`src/rtl/conv_result_writer_if.sv`:
```
`default_nettype none
// +-----------------------------------------------------------------------+
// | conv_result_writer_if : result stream in, shared memory write port out |
// | Rev 1.0                                                               |
// +-----------------------------------------------------------------------+
interface conv_result_writer_if #(
   parameter int DW = 19,
   parameter int MW = 20,
   parameter int AW = 12
);
   logic          i_start;
   logic          i_valid;
   logic [DW-1:0] i_data;
   logic          o_wr;
   logic          o_sel;
   logic [AW-1:0] o_addr;
   logic [MW-1:0] o_data;
   logic          o_busy;
   logic          o_done;
   logic          o_overflow;

   modport master (
      output i_start, i_valid, i_data,
      input  o_wr, o_sel, o_addr, o_data, o_busy, o_done, o_overflow
   );

   modport slave (
      input  i_start, i_valid, i_data,
      output o_wr, o_sel, o_addr, o_data, o_busy, o_done, o_overflow
   );
endinterface
`default_nettype wire

```
`src/rtl/conv_result_writer.sv`:
```
`default_nettype none
// +-----------------------------------------------------------------------+
// | conv_result_writer : ReLU, layer-0 store and 2x2 max-pooled layer-1   |
// | store through one shared write port. Rev 1.0                          |
// +-----------------------------------------------------------------------+
module conv_result_writer #(
   parameter int IMG_W  = 64,
   parameter int IMG_H  = 64,
   parameter int DW     = 19,
   parameter int MW     = 20,
   parameter int AW     = 12,
   parameter int QDEPTH = 4
) (
   input  wire logic           clk,
   input  wire logic           reset,
   conv_result_writer_if.slave bus
);
   localparam int CW = $clog2(IMG_W);
   localparam int RW = $clog2(IMG_H);
   localparam int QW = $clog2(QDEPTH);
   localparam int LB = IMG_W / 2;

   typedef enum logic [1:0] {
      S_IDLE  = 2'd0,
      S_RUN   = 2'd1,
      S_DRAIN = 2'd2,
      S_DONE  = 2'd3
   } state_t;

   state_t         state_q, state_d;
   logic [CW-1:0]  col_q, col_d;
   logic [RW-1:0]  row_q, row_d;
   logic [MW-1:0]  hold_q, hold_d;
   logic [MW-1:0]  linebuf_q [LB];
   logic [MW-1:0]  linebuf_d [LB];

   logic           v1_q, v1_d;
   logic [MW-1:0]  r1_q, r1_d;
   logic [AW-1:0]  a1_q, a1_d;

   logic           push_q, push_d;
   logic [MW-1:0]  pdata_q, pdata_d;
   logic [AW-1:0]  paddr_q, paddr_d;

   logic [MW-1:0]  qdata_q [QDEPTH];
   logic [MW-1:0]  qdata_d [QDEPTH];
   logic [AW-1:0]  qaddr_q [QDEPTH];
   logic [AW-1:0]  qaddr_d [QDEPTH];
   logic [QW-1:0]  wptr_q, wptr_d;
   logic [QW-1:0]  rptr_q, rptr_d;
   logic [QW:0]    count_q, count_d;

   logic           busy_q, busy_d;
   logic           done_q, done_d;
   logic           ovf_q, ovf_d;

   logic           accept;
   logic           stray;
   logic           pop;
   logic           full;
   logic           do_push;
   logic [MW-1:0]  relu;
   logic [CW-2:0]  lb_idx;
   logic [MW-1:0]  lb_rd;
   logic [MW-1:0]  pool_p;
   logic [MW-1:0]  pool_m;

   assign accept  = (state_q == S_RUN) && bus.i_valid;
   assign stray   = (state_q != S_RUN) && bus.i_valid;
   assign relu    = bus.i_data[DW-1] ? '0 : {{(MW-DW+1){1'b0}}, bus.i_data[DW-2:0]};
   assign lb_idx  = col_q[CW-1:1];
   assign lb_rd   = linebuf_q[lb_idx];
   assign pool_p  = (hold_q > relu) ? hold_q : relu;
   assign pool_m  = (lb_rd > pool_p) ? lb_rd : pool_p;

   // Layer-0 traffic owns the port; the queue only drains into free cycles.
   assign pop     = !v1_q && (count_q != '0);
   assign full    = (count_q == (QW+1)'(QDEPTH));
   assign do_push = push_q && (!full || pop);

   always_comb begin
      state_d   = state_q;
      col_d     = col_q;
      row_d     = row_q;
      hold_d    = hold_q;
      linebuf_d = linebuf_q;
      qdata_d   = qdata_q;
      qaddr_d   = qaddr_q;
      wptr_d    = wptr_q;
      rptr_d    = rptr_q;
      count_d   = count_q;
      busy_d    = busy_q;
      done_d    = 1'b0;
      ovf_d     = ovf_q;

      v1_d    = accept;
      r1_d    = relu;
      a1_d    = AW'({row_q, col_q});
      push_d  = accept && col_q[0] && row_q[0];
      pdata_d = pool_m;
      paddr_d = AW'({row_q[RW-1:1], col_q[CW-1:1]});

      if (accept) begin
         if (!col_q[0]) begin
            hold_d = relu;
         end else if (!row_q[0]) begin
            linebuf_d[lb_idx] = pool_p;
         end
         if (col_q == CW'(IMG_W - 1)) begin
            col_d = '0;
            row_d = row_q + RW'(1);
         end else begin
            col_d = col_q + CW'(1);
         end
      end

      if (do_push) begin
         qdata_d[wptr_q] = pdata_q;
         qaddr_d[wptr_q] = paddr_q;
         wptr_d          = wptr_q + QW'(1);
      end
      if (pop) begin
         rptr_d = rptr_q + QW'(1);
      end
      case ({do_push, pop})
         2'b10:   count_d = count_q + (QW+1)'(1);
         2'b01:   count_d = count_q - (QW+1)'(1);
         default: count_d = count_q;
      endcase

      case (state_q)
         S_IDLE: begin
            if (bus.i_start) begin
               state_d = S_RUN;
               col_d   = '0;
               row_d   = '0;
               busy_d  = 1'b1;
               ovf_d   = 1'b0;
            end
         end
         S_RUN: begin
            if (accept && (col_q == CW'(IMG_W - 1)) && (row_q == RW'(IMG_H - 1))) begin
               state_d = S_DRAIN;
            end
         end
         S_DRAIN: begin
            // count_d already reflects this cycle's push and pop.
            if (count_d == '0) begin
               state_d = S_DONE;
               done_d  = 1'b1;
            end
         end
         S_DONE: begin
            busy_d  = 1'b0;
            state_d = S_IDLE;
         end
         default: state_d = S_IDLE;
      endcase

      if ((push_q && full && !pop) || stray) begin
         ovf_d = 1'b1;
      end
   end

   always_ff @(posedge clk or posedge reset) begin
      if (reset) begin
         state_q   <= S_IDLE;
         col_q     <= '0;
         row_q     <= '0;
         hold_q    <= '0;
         linebuf_q <= '{default: '0};
         v1_q      <= 1'b0;
         r1_q      <= '0;
         a1_q      <= '0;
         push_q    <= 1'b0;
         pdata_q   <= '0;
         paddr_q   <= '0;
         qdata_q   <= '{default: '0};
         qaddr_q   <= '{default: '0};
         wptr_q    <= '0;
         rptr_q    <= '0;
         count_q   <= '0;
         busy_q    <= 1'b0;
         done_q    <= 1'b0;
         ovf_q     <= 1'b0;
      end else begin
         state_q   <= state_d;
         col_q     <= col_d;
         row_q     <= row_d;
         hold_q    <= hold_d;
         linebuf_q <= linebuf_d;
         v1_q      <= v1_d;
         r1_q      <= r1_d;
         a1_q      <= a1_d;
         push_q    <= push_d;
         pdata_q   <= pdata_d;
         paddr_q   <= paddr_d;
         qdata_q   <= qdata_d;
         qaddr_q   <= qaddr_d;
         wptr_q    <= wptr_d;
         rptr_q    <= rptr_d;
         count_q   <= count_d;
         busy_q    <= busy_d;
         done_q    <= done_d;
         ovf_q     <= ovf_d;
      end
   end

   assign bus.o_wr       = v1_q | pop;
   assign bus.o_sel      = pop;
   assign bus.o_addr     = v1_q ? a1_q : (pop ? qaddr_q[rptr_q] : '0);
   assign bus.o_data     = v1_q ? r1_q : (pop ? qdata_q[rptr_q] : '0);
   assign bus.o_busy     = busy_q;
   assign bus.o_done     = done_q;
   assign bus.o_overflow = ovf_q;

endmodule
`default_nettype wire

```
`src/flat_wrapper.sv`:
```
// flat-port wrapper written by rule: the top's interface ports become plain ports
module conv_result_writer_flat 
#(
   parameter int IMG_W  = 64,
   parameter int IMG_H  = 64,
   parameter int DW     = 19,
   parameter int MW     = 20,
   parameter int AW     = 12,
   parameter int QDEPTH = 4
)
  (clk, reset, bus_i_start, bus_i_valid, bus_i_data, bus_o_wr, bus_o_sel, bus_o_addr, bus_o_data, bus_o_busy, bus_o_done, bus_o_overflow);
  conv_result_writer_if #(.DW(DW), .MW(MW), .AW(AW)) bus_i ();
  input  wire logic clk;
  input  wire logic reset;
  input wire logic [$bits(bus_i.i_start)-1:0] bus_i_start;
  input wire logic [$bits(bus_i.i_valid)-1:0] bus_i_valid;
  input wire logic [$bits(bus_i.i_data)-1:0] bus_i_data;
  output wire logic [$bits(bus_i.o_wr)-1:0] bus_o_wr;
  output wire logic [$bits(bus_i.o_sel)-1:0] bus_o_sel;
  output wire logic [$bits(bus_i.o_addr)-1:0] bus_o_addr;
  output wire logic [$bits(bus_i.o_data)-1:0] bus_o_data;
  output wire logic [$bits(bus_i.o_busy)-1:0] bus_o_busy;
  output wire logic [$bits(bus_i.o_done)-1:0] bus_o_done;
  output wire logic [$bits(bus_i.o_overflow)-1:0] bus_o_overflow;
  assign bus_i.i_start = bus_i_start;
  assign bus_i.i_valid = bus_i_valid;
  assign bus_i.i_data = bus_i_data;
  assign bus_o_wr = bus_i.o_wr;
  assign bus_o_sel = bus_i.o_sel;
  assign bus_o_addr = bus_i.o_addr;
  assign bus_o_data = bus_i.o_data;
  assign bus_o_busy = bus_i.o_busy;
  assign bus_o_done = bus_i.o_done;
  assign bus_o_overflow = bus_i.o_overflow;
  conv_result_writer #(.IMG_W(IMG_W), .IMG_H(IMG_H), .DW(DW), .MW(MW), .AW(AW), .QDEPTH(QDEPTH)) u_core (.clk(clk), .reset(reset), .bus(bus_i));
endmodule
```
`config.mk`:
```
export PLATFORM = sky130hd
export DESIGN_NAME = conv_result_writer_flat
export DESIGN_NICKNAME = d
export VERILOG_FILES = /design/src/rtl/conv_result_writer_if.sv /design/src/rtl/conv_result_writer.sv /design/src/flat_wrapper.sv
export SDC_FILE = /design/constraint.sdc
export NUM_CORES = 2
export LEC_CHECK = 0
export ABC_AREA = 1
export CAP_MARGIN = 20
export CORE_ASPECT_RATIO = 0.7
export CORE_MARGIN = 5
export CORE_UTILIZATION = 50
export CTS_BUF_LIST = sky130_fd_sc_hd__clkbuf_2 sky130_fd_sc_hd__clkbuf_4 sky130_fd_sc_hd__clkbuf_8
export DETAILED_ROUTE_END_ITERATION = 10
export GPL_TIMING_DRIVEN = 0
export PLACE_DENSITY = 0.66
export SYNTH_ARGS = -nofsm -noshare
export SYNTH_HDL_FRONTEND = slang
export SYNTH_SLANG_ARGS = --single-unit
```
`constraint.sdc`:
```
create_clock -name clk -period 33.6 [get_ports clk]
set_input_delay 6.72 -clock clk [delete_from_list [all_inputs] [get_ports clk]]
set_output_delay 6.72 -clock clk [all_outputs]
set_load 0.03 [all_outputs]
```
==> results.txt <==
Initial Utilization -> 0.503
placer congestion estimate -> 1.01
DR vias -> 35700
top cell type by total area after synthesis -> dfrtp_1
top_reg_cell synth -> dfrtp_1
# DRC -> 0
share of cells above drive strength 1 -> 0.124
worst path required time -> 34.21 ns
Fill cells -> 6935
core box area -> 75000 um^2
crit-path most repeated cell -> nand2_1
RSZ-0062 raised after global routing -> no
first-pass GRT wire length -> 214000 um
CTS sink cnt -> 780
cells after synthesis -> 4622
Pleak -> 23.0 nW
pin count of the biggest net entering global routing -> 123
Setup Slack @ Placement -> 20.55 ns
DIE AREA -> 81200 um^2
Crit Path Class -> in2reg
Tot Pwr -> 3.45 mW
WL final -> 145000 um
die width -> 339 um
PortBufs -> 57
kind of cell adding the most delay to the critical path -> simple AND/OR/NAND/NOR gates
Synth Cell Area -> 37800 um^2
final period utilization -> 0.375
syn_area_per_cell -> 8.17 um^2
Commonest cells post-synth -> 2018 x nand2_1, 780 x dfrtp_1, 619 x nand3_1
Seq cells post-synth -> 780
crit path capture type -> flip-flop
post-route ant nets -> 0
CTS hold repair buffers -> 0
Layout Skew -> 0.0423 ns
HP Class -> reg2reg
Cell variety after synth -> 40
CP bufs+invs -> 7
Area contributors post-synth -> dfrtp_1 52%, nand2_1 20%, nand3_1 8.2%
worst slew pin tran -> 1.33 ns
register area -> 19500 um^2
Pins Over Slew Limit -> 0
H-Tree Depth -> 3
Setup violations, final -> 0
Post-synth ARST share -> 1.00
number of DRC markers in iteration 0 -> 5791
post_cts resized -> 0
Area Overhead vs Synth -> 12.9%
wire length per cell -> 24.5 um
status -> finished, final reports clean
number of flops mapped to enable cells by yosys -> 0
DIE HEIGHT -> 240 um
Max-Cap Viols -> 0
setup repair bufs after CTS -> 0
IO Pins -> 60
Fin Hold WS -> 0.411 ns
Root Buffer -> clkbuf_8
crit path time final -> 12.59 ns
post-synth top area share -> 0.517
Placed Area -> 39900 um^2
CTS clk-pin slew, worst paths -> 0.06 ns
Max Fclk -> 79.4 MHz
Rows -> 84
Yosys warnings -> 0
CP arrival -> 13.20 ns
Pwr Density -> 80.8 nW/um^2
slowest stage delay, CP -> 0.63 ns
Setup crit start kind -> input port
Fin. Hold Viols -> 0
Skew-Pair Late Insertion Delay -> 0.79 ns
placed wire-length estimate -> 104000 um
Worst Path Max Fanout -> 10
CTS tree -> built
sequential area share after synthesis -> 0.517
total CTS buffers -> 118
initial antenna violation count -> 3
slack of the critical path -> 21.01 ns
via/cell ratio -> 6.05
VDD IR max -> 0.0677 mV
all-layer global routing usage -> 0.351
CP max-delay cell -> clkbuf_1
most common cell in the netlist -> nand2_1
multi-input logic area -> 16000 um^2
DRT Pass-1 Iters -> 8
setup TNS -> 0 ns
Clock Tree Buf Depth -> 3
vias in the first global route -> 33100
Rel. slew slack -> 0.112
net count reported at finish -> 4893
Final Instance Area -> 42700 um^2
total grt overflow -> 0
[area by class of cell]
cell class                 count  area share
antenna                        4    0.000235
sequential                   780       0.458
timing repair buffer          79      0.0229
tap                          989      0.0290
inverter                     191      0.0178
buffer                       298      0.0349
clock inverter                18     0.00355
clock buffer                 197      0.0583
multi-input combinational   3354       0.376
[path summary, 6_finish.rpt]
kind	from	end	slack (ns)	depth (start not counted)
worst min register to register	u_core.col_q[3]$_DFF_PP0_	u_core.a1_q[3]$_DFF_PP0_	0.41	0
min in group asynchronous	reset	u_core.count_q[0]$_DFF_PP0_	6.37	2
max in group asynchronous	reset	u_core.linebuf_q[137]$_DFFE_PP0P_	25.21	5
worst max register to register	u_core.col_q[1]$_DFF_PP0_	u_core.pdata_q[8]$_DFF_PP0_	27.59	20
worst min-delay path	u_core.col_q[3]$_DFF_PP0_	u_core.a1_q[3]$_DFF_PP0_	0.41	0
worst max-delay path	bus_i_data[18]	u_core.pdata_q[8]$_DFF_PP0_	21.01	25
[through the flow]
step / std cells / utilization
after floorplan: 4623 / -
after global placement: 5669 / 0.528
after detailed placement: 5686 / 0.532
after CTS: 5901 / 0.567
after global routing: 5906 / 0.568
final: 5910 / 0.568
[per-layer routing]
layer  global-route usage  vias to the layer above  routed length, um
met4                0.152                        8               6940
met1                0.516                    17300              60500
met2                0.457                     2523              55200
li1                     -                    15400                  -
met5                    0                        -                 80
met3                0.134                      457              22300
[power breakdown]
part	internal [mW]	switching, mW
clock network	0.479	0.400
registers	1.01	0.0517
logic	0.326	1.18
[state kept, by name, summed over array words and instances, names as in the netlist]
name / count
u_core.qaddr_q: 40
u_core.push_q: 1
u_core.wptr_q: 2
u_core.bus.o_overflow: 1
u_core.paddr_q: 1
u_core.a1_q: 11
u_core.r1_q: 18
u_core.linebuf_q: 576
u_core.state_q: 2
u_core.count_q: 3
u_core.bus.o_done: 1
u_core.bus.o_busy: 1
u_core.rptr_q: 2
u_core.pdata_q: 18
u_core.col_q: 6
u_core.hold_q: 18
u_core.qdata_q: 72
u_core.v1_q: 1
u_core.row_q: 6
[worst register-to-register path, stage by stage, from the launching register on]
cell	delay, ns
dfrtp_1	0.41
buf_2	0.20
nor2_2	0.58
clkbuf_1	1.05
a22oi_1	0.24
nand2_1	0.35
nand2_1	0.09
nand2_1	0.10
nor2_1	0.04
nand2_1	0.08
ha_1	0.13
nand2_1	0.13
nor2_1	0.31
nand2_1	0.15
nor2_1	0.17
nand3_1	0.09
nand2_1	0.47
clkinv_1	0.50
clkbuf_1	0.42
nand2_1	0.17
nand2_1	0.17
[cell usage in the layout (no fill, tap or decap), types with 92 or more instances in the layout]
cell,netlist,layout
nand3_1,619,619
a22oi_1,108,108
o21ai_0,143,143
nand4_1,93,93
dfrtp_1,780,780
buf_2,177,177
nand2_1,2018,2018
clkbuf_8,0,161
inv_1,143,142
clkbuf_1,92,92
[kinds of logic after synthesis]
kind of cell | synth area share
other | 0.0000993
multiplexers | 0.0167
adder cells (fa/ha/maj) | 0.0161
XOR/XNOR | 0.00209
flip-flops | 0.517
AO/OA/AOI/OAI | 0.0594
buffers and inverters | 0.0593
AND/OR/NAND/NOR | 0.330
No activity file was read; power rests on OpenSTA's default activity.
